<file path="src/rtl/reloj_pkg.sv">
// rtl/reloj_pkg.sv - shared BCD limits and helpers for the HH:MM:SS clock
package reloj_pkg;

    localparam int BCD_W   = 4;
    localparam int SEC_MAX = 59;
    localparam int MIN_MAX = 59;
    localparam int HR_MAX  = 23;

    typedef logic [BCD_W-1:0] bcd_t;

    function automatic bcd_t tens_of(input int value);
        return bcd_t'(value / 10);
    endfunction

    function automatic bcd_t units_of(input int value);
        return bcd_t'(value % 10);
    endfunction

endpackage

</file>
<file path="src/rtl/reloj_hhmmss_bcd_if.sv">
// rtl/reloj_hhmmss_bcd_if.sv - control inputs and BCD digit outputs of the clock
interface reloj_hhmmss_bcd_if;
    import reloj_pkg::*;

    logic en;
    logic set_min;
    logic set_hr;
    bcd_t sec_u;
    bcd_t sec_t;
    bcd_t min_u;
    bcd_t min_t;
    bcd_t hr_u;
    bcd_t hr_t;
    logic tick_1hz;

    modport master (
        output en, set_min, set_hr,
        input  sec_u, sec_t, min_u, min_t, hr_u, hr_t, tick_1hz
    );

    modport slave (
        input  en, set_min, set_hr,
        output sec_u, sec_t, min_u, min_t, hr_u, hr_t, tick_1hz
    );
endinterface

</file>
<file path="src/rtl/bcd_mod_counter.sv">
// rtl/bcd_mod_counter.sv - two-digit BCD counter wrapping to 00 at a tens/units limit
module bcd_mod_counter
    import reloj_pkg::*;
#(
    parameter bcd_t TENS_LIM  = 4'd5,
    parameter bcd_t UNITS_LIM = 4'd9
) (
    input  logic clk,
    input  logic rst,
    input  logic inc,
    output bcd_t units,
    output bcd_t tens,
    output logic carry
);

    logic at_max;

    assign at_max = (tens == TENS_LIM) && (units == UNITS_LIM);
    assign carry  = inc && at_max;

    always_ff @(posedge clk) begin
        if (rst) begin
            units <= '0;
            tens  <= '0;
        end else if (inc) begin
            if (at_max) begin
                units <= '0;
                tens  <= '0;
            end else if (units == 4'd9) begin
                units <= '0;
                tens  <= tens + 4'd1;
            end else begin
                units <= units + 4'd1;
            end
        end
    end

endmodule

</file>
<file path="src/rtl/reloj_hhmmss_bcd.sv">
// rtl/reloj_hhmmss_bcd.sv - 24-hour BCD time-of-day counter with 1 Hz prescaler and set inputs
module reloj_hhmmss_bcd
    import reloj_pkg::*;
#(
    parameter int CLK_FREQ = 50_000_000,
    parameter int TICK_DIV = CLK_FREQ
) (
    input  logic               clk,
    input  logic               rst,
    reloj_hhmmss_bcd_if.slave  bus
);

    localparam int             PRE_W    = (TICK_DIV > 1) ? $clog2(TICK_DIV) : 1;
    localparam logic [PRE_W-1:0] PRE_LAST = PRE_W'(TICK_DIV - 1);

    logic [PRE_W-1:0] pre_cnt;
    logic             pre_wrap;
    logic             tick_q;

    logic sec_carry, min_carry, hr_carry;
    logic min_inc, hr_inc;
    bcd_t sec_u, sec_t, min_u, min_t, hr_u, hr_t;

    assign pre_wrap = bus.en && (pre_cnt == PRE_LAST);

    always_ff @(posedge clk) begin
        if (rst) begin
            pre_cnt <= '0;
            tick_q  <= 1'b0;
        end else begin
            tick_q <= pre_wrap;
            if (pre_wrap)
                pre_cnt <= '0;
            else if (bus.en)
                pre_cnt <= pre_cnt + 1'b1;
        end
    end

    // A set pulse replaces the incoming carry, so a field never advances by two
    // and set_min never ripples into the hours.
    assign min_inc = sec_carry | bus.set_min;
    assign hr_inc  = (min_carry & ~bus.set_min) | bus.set_hr;

    bcd_mod_counter #(
        .TENS_LIM  (tens_of(SEC_MAX)),
        .UNITS_LIM (units_of(SEC_MAX))
    ) u_sec (
        .clk   (clk),
        .rst   (rst),
        .inc   (pre_wrap),
        .units (sec_u),
        .tens  (sec_t),
        .carry (sec_carry)
    );

    bcd_mod_counter #(
        .TENS_LIM  (tens_of(MIN_MAX)),
        .UNITS_LIM (units_of(MIN_MAX))
    ) u_min (
        .clk   (clk),
        .rst   (rst),
        .inc   (min_inc),
        .units (min_u),
        .tens  (min_t),
        .carry (min_carry)
    );

    bcd_mod_counter #(
        .TENS_LIM  (tens_of(HR_MAX)),
        .UNITS_LIM (units_of(HR_MAX))
    ) u_hr (
        .clk   (clk),
        .rst   (rst),
        .inc   (hr_inc),
        .units (hr_u),
        .tens  (hr_t),
        .carry (hr_carry)
    );

    assign bus.sec_u    = sec_u;
    assign bus.sec_t    = sec_t;
    assign bus.min_u    = min_u;
    assign bus.min_t    = min_t;
    assign bus.hr_u     = hr_u;
    assign bus.hr_t     = hr_t;
    assign bus.tick_1hz = tick_q;

    logic unused_hr_carry;
    assign unused_hr_carry = hr_carry;

endmodule
</file>
<file path="src/flat_wrapper.sv">
// flat-port wrapper written by rule: the top's interface ports become plain ports
module reloj_hhmmss_bcd_flat import reloj_pkg::*;
#(
    parameter int CLK_FREQ = 50_000_000,
    parameter int TICK_DIV = CLK_FREQ
)
  (clk, rst, bus_en, bus_set_min, bus_set_hr, bus_sec_u, bus_sec_t, bus_min_u, bus_min_t, bus_hr_u, bus_hr_t, bus_tick_1hz);
  reloj_hhmmss_bcd_if bus_i ();
  input  logic clk;
  input  logic rst;
  input wire logic [$bits(bus_i.en)-1:0] bus_en;
  input wire logic [$bits(bus_i.set_min)-1:0] bus_set_min;
  input wire logic [$bits(bus_i.set_hr)-1:0] bus_set_hr;
  output wire logic [$bits(bus_i.sec_u)-1:0] bus_sec_u;
  output wire logic [$bits(bus_i.sec_t)-1:0] bus_sec_t;
  output wire logic [$bits(bus_i.min_u)-1:0] bus_min_u;
  output wire logic [$bits(bus_i.min_t)-1:0] bus_min_t;
  output wire logic [$bits(bus_i.hr_u)-1:0] bus_hr_u;
  output wire logic [$bits(bus_i.hr_t)-1:0] bus_hr_t;
  output wire logic [$bits(bus_i.tick_1hz)-1:0] bus_tick_1hz;
  assign bus_i.en = bus_en;
  assign bus_i.set_min = bus_set_min;
  assign bus_i.set_hr = bus_set_hr;
  assign bus_sec_u = bus_i.sec_u;
  assign bus_sec_t = bus_i.sec_t;
  assign bus_min_u = bus_i.min_u;
  assign bus_min_t = bus_i.min_t;
  assign bus_hr_u = bus_i.hr_u;
  assign bus_hr_t = bus_i.hr_t;
  assign bus_tick_1hz = bus_i.tick_1hz;
  reloj_hhmmss_bcd #(.CLK_FREQ(CLK_FREQ), .TICK_DIV(TICK_DIV)) u_core (.clk(clk), .rst(rst), .bus(bus_i));
endmodule
</file>
<file path="config.mk">
export PLATFORM = sky130hd
export DESIGN_NAME = reloj_hhmmss_bcd_flat
export DESIGN_NICKNAME = d
export VERILOG_FILES = /design/src/rtl/reloj_pkg.sv /design/src/rtl/reloj_hhmmss_bcd_if.sv /design/src/rtl/bcd_mod_counter.sv /design/src/rtl/reloj_hhmmss_bcd.sv /design/src/flat_wrapper.sv
export SDC_FILE = /design/constraint.sdc
export NUM_CORES = 1
export LEC_CHECK = 0
export ABC_CLOCK_PERIOD_IN_PS = 2610
export BUFFER_PORTS_ARGS = -buffer_cell sky130_fd_sc_hd__clkbuf_2
export CAP_MARGIN = 25
export CORE_MARGIN = 1
export CORE_UTILIZATION = 58
export DETAILED_ROUTE_END_ITERATION = 7
export PLACE_DENSITY_LB_ADDON = 0.05
export SKIP_LAST_GASP = 1
export SLEW_MARGIN = 0
export SYNTH_ARGS = -nofsm -noshare
export SYNTH_HDL_FRONTEND = slang
export SYNTH_SLANG_ARGS = --single-unit
</file>
<file path="constraint.sdc">
create_clock -name clk -period 2.61 [get_ports clk]
set_input_delay 0.1305 -clock clk [delete_from_list [all_inputs] [get_ports clk]]
set_output_delay 0.1305 -clock clk [all_outputs]
set_load 0.1 [all_outputs]
</file>
==> results.sh <==
export IMPL_tns_ns=0
export IMPL_synth_edf_count=0
export IMPL_overflow=0
export IMPL_fin_nets=353
export IMPL_path_delay_family="simple AND/OR/NAND/NOR gates"
export IMPL_rows=24
export IMPL_worstHoldPathType="in2reg"
export IMPL_yosys_top_cells_area="dfxtp_1 (38%), ha_1 (6.1%), nor2_1 (5.4%), xor2_1 (4.6%), xnor2_1 (3.6%)"
export IMPL_wl_met1_mm=2.58
export IMPL_areaGrowthSynthToFinish_pct=10.3
export IMPL_cts_tree="done"
export IMPL_synth_compound_gate_area_share_pct=10.2
export IMPL_yosys_warnings=0
export IMPL_first_pass_iters=5
export IMPL_finClkSkew_ns=0.00890
export IMPL_final_layout_size_suffix_gt1_share_pct=16.4
export IMPL_synth_simple_area_share_pct=31.0
export IMPL_hold_viol=0
export IMPL_finalPower_mw=1.34
export IMPL_ir_drop_mv=0.295
export IMPL_synth_top_area_cell="dfxtp_1"
export IMPL_setup_viol=0
export IMPL_grt_total_usage_pct=21.3
export IMPL_final_antenna_net_count=0
export IMPL_clkSinkCount=51
export IMPL_synth_mux_area_share_pct=2.35
export IMPL_worst_ep_required_time_ns=2.83
export IMPL_fin_crit_sh_pct=84.4
export IMPL_synth_area_sq_um=2660
export IMPL_cts_buffer_depth=2
export IMPL_grt_first_pass_wirelength_mm=8.49
export IMPL_vias_per_cell=5.68
export IMPL_slew_violations=0
export IMPL_postSynthAreaPerCell_sq_um=8.65
export IMPL_synth_top_family_by_area="simple AND/OR/NAND/NOR gates"
export IMPL_die_h_um=69.8
export IMPL_ys_seq_elements=51
export IMPL_multiInputGateArea_sq_um=1540
export IMPL_num_vias=2200
export IMPL_min_period_ns=2.20
export IMPL_max_cap_violations=0
export IMPL_critPathKind="reg2reg"
export IMPL_max_stage_delay_ns=0.52
export IMPL_grt_antenna_before_repair=0
export IMPL_synth_fa_ha_area_share_pct=6.11
export IMPL_fin_cells=387
export IMPL_cts_root_buf="clkbuf_8"
export IMPL_fill_cells=379
export IMPL_grt_pass1_vias=1901
export IMPL_yosysTopAreaCellShare_pct=38.3
export IMPL_h_tree_depth=2
export IMPL_fmax_mhz=454
export IMPL_totalWireLength_mm=5.00
export IMPL_cp_slowest_cell="or4_1"
export IMPL_avgRoutedWirePerCell_um=12.9
export IMPL_io_buffers=29
export IMPL_worstMarginPinSlew_ns=0.596
export IMPL_post_cts_resized=0
export IMPL_mappedNetlistNets=326
export IMPL_ys_seq_area_share_pct=38.3
export IMPL_worstSetupEndpointType="register"
export IMPL_path_buf_inv=0
export IMPL_cts_setup_buffers=0
export IMPL_dr_wl_met3_um=218
export IMPL_placed_cells=380
export IMPL_postSynth_asyncResetShare_pct=0
export IMPL_antennaDiodeCount=0
export IMPL_routed_top_layer="met4"
export IMPL_die_x_um=69.8
export IMPL_drt_iter0_markers=72
export IMPL_reg2reg_slack_ns=0.41
export IMPL_core_sq_um=4380
export IMPL_cp_arrival_ns=2.42
export IMPL_initial_core_util_pct=60.8
export IMPL_synthXorXnorAreaFrac_pct=8.22
export IMPL_place_gp_congestion=0.788
export IMPL_rsz0062_at_grt="no"
export IMPL_worstPathMaxFanout=10
export IMPL_synth_cell_types=51
export IMPL_status="finished, final reports clean"
export IMPL_seq_area_sq_um=1020
export IMPL_cts_hold_fix_buffers=0
export IMPL_die_area_sq_um=4870
export IMPL_cts_buffers_inserted=5
export IMPL_hpwl_mm=3.55
export IMPL_synth_cells=308
export IMPL_clk_latency_ns=0.30
export IMPL_maxSlewHeadroom_pct=60.2
export IMPL_drc=0
export IMPL_crit_chain="ha_1 > and3_1 > nand4_1 > or2_1 > or4_1 > a21oi_1"
export IMPL_grt_max_degree=31
export IMPL_cts_clk_slew_worst_paths_ns=0.09
export IMPL_power_leakage_nw=1.17
export IMPL_synth_flop_cell="dfxtp_1"
export IMPL_io_pins=30
export IMPL_met2RoutedLength_mm=2.16
export IMPL_layout_commonest_cell="dfxtp_1"
export IMPL_layout_common_cells="dfxtp_1 (48), nor2_1 (38), clkbuf_2 (29)"
export IMPL_cp_start_kind="register"
export IMPL_p_per_area_nw_per_um2=457
path summary, 6_finish.rpt:
check                        from              endpoint  cells past startpoint
max             u_core.pre_cnt[0]  u_core.u_sec.tens[3]                      6
min                        bus_en     u_core.pre_cnt[0]                      3
max reg2reg     u_core.pre_cnt[0]  u_core.u_sec.tens[3]                      6
min reg2reg  u_core.u_sec.tens[0]  u_core.u_sec.tens[0]                      2
metal layers:
metal	vias up	global-route usage (%)
met5	-	0
met2	48	31.6
met3	4	4.65
li1	1147	-
met4	0	6.67
met1	1001	30.8
power breakdown:
group / switching, mW / internal [mW]
clock: 0.236 / 0.208
combinational: 0.0772 / 0.0228
sequential: 0.0105 / 0.787
per-stage QoR:
stage	worst slack [ns]	instance area (sq um)	hold slack [ns]	utilization, %
after global routing	0.219	2940	0.177	67.0
after CTS	0.396	2940	0.159	67.0
after detailed placement	0.417	2850	0.482	65.0
after floorplan	0.00839	2670	0.359	-
after global placement	0.516	2850	0.473	65.0
final	0.408	2940	0.177	67.0
cell usage after synthesis, types with 3 or more instances:
cell / number
xnor2_1: 11
a21oi_1: 7
nand4_1: 10
ha_1: 13
nand3b_1: 3
nor2b_1: 4
nor4_1: 4
buf_2: 4
or3_1: 6
o22ai_1: 3
inv_1: 10
a32o_1: 4
xor2_1: 14
dfxtp_1: 51
and3_1: 10
mux2i_1: 4
nor3_1: 10
o21ai_0: 11
nand2_1: 25
nand3_1: 13
nor2_1: 38
and3b_1: 4
and4_1: 5
clkbuf_1: 8
layout make-up:
| class | count | share of cell area, % |
|---|---|---|
| Multi-Input combinational cell | 233 | 52.4 |
| Sequential cell | 51 | 34.9 |
| Timing Repair Buffer | 34 | 6.22 |
| Clock buffer | 6 | 2.81 |
| Tap cell | 52 | 2.21 |
| Inverter | 10 | 1.28 |
| Clock inverter | 1 | 0.170 |
state kept, by name, summed over array words and instances, names as in the netlist:
| name | cells |
|---|---|
| u_core.u_hr.tens | 4 |
| u_core.u_sec.tens | 4 |
| u_core.u_min.units | 4 |
| u_core.u_hr.units | 4 |
| u_core.bus.tick_1hz | 1 |
| u_core.pre_cnt | 26 |
| u_core.u_min.tens | 4 |
| u_core.u_sec.units | 4 |
worst min-delay path: cells and delay by family:
kind                   cells  cell delay [ns]
AND/OR/NAND/NOR            1             0.07
XOR/XNOR                   1             0.08
buffers and inverters      1             0.16
cell families after synthesis:
kind of cell | Yosys count
compound gates | 41
xor+xnor | 25
fa+ha+maj | 13
buf+inv | 24
flops | 51
mux | 6
simple gates | 148
Note: power is estimated with default switching activity, not from simulation.
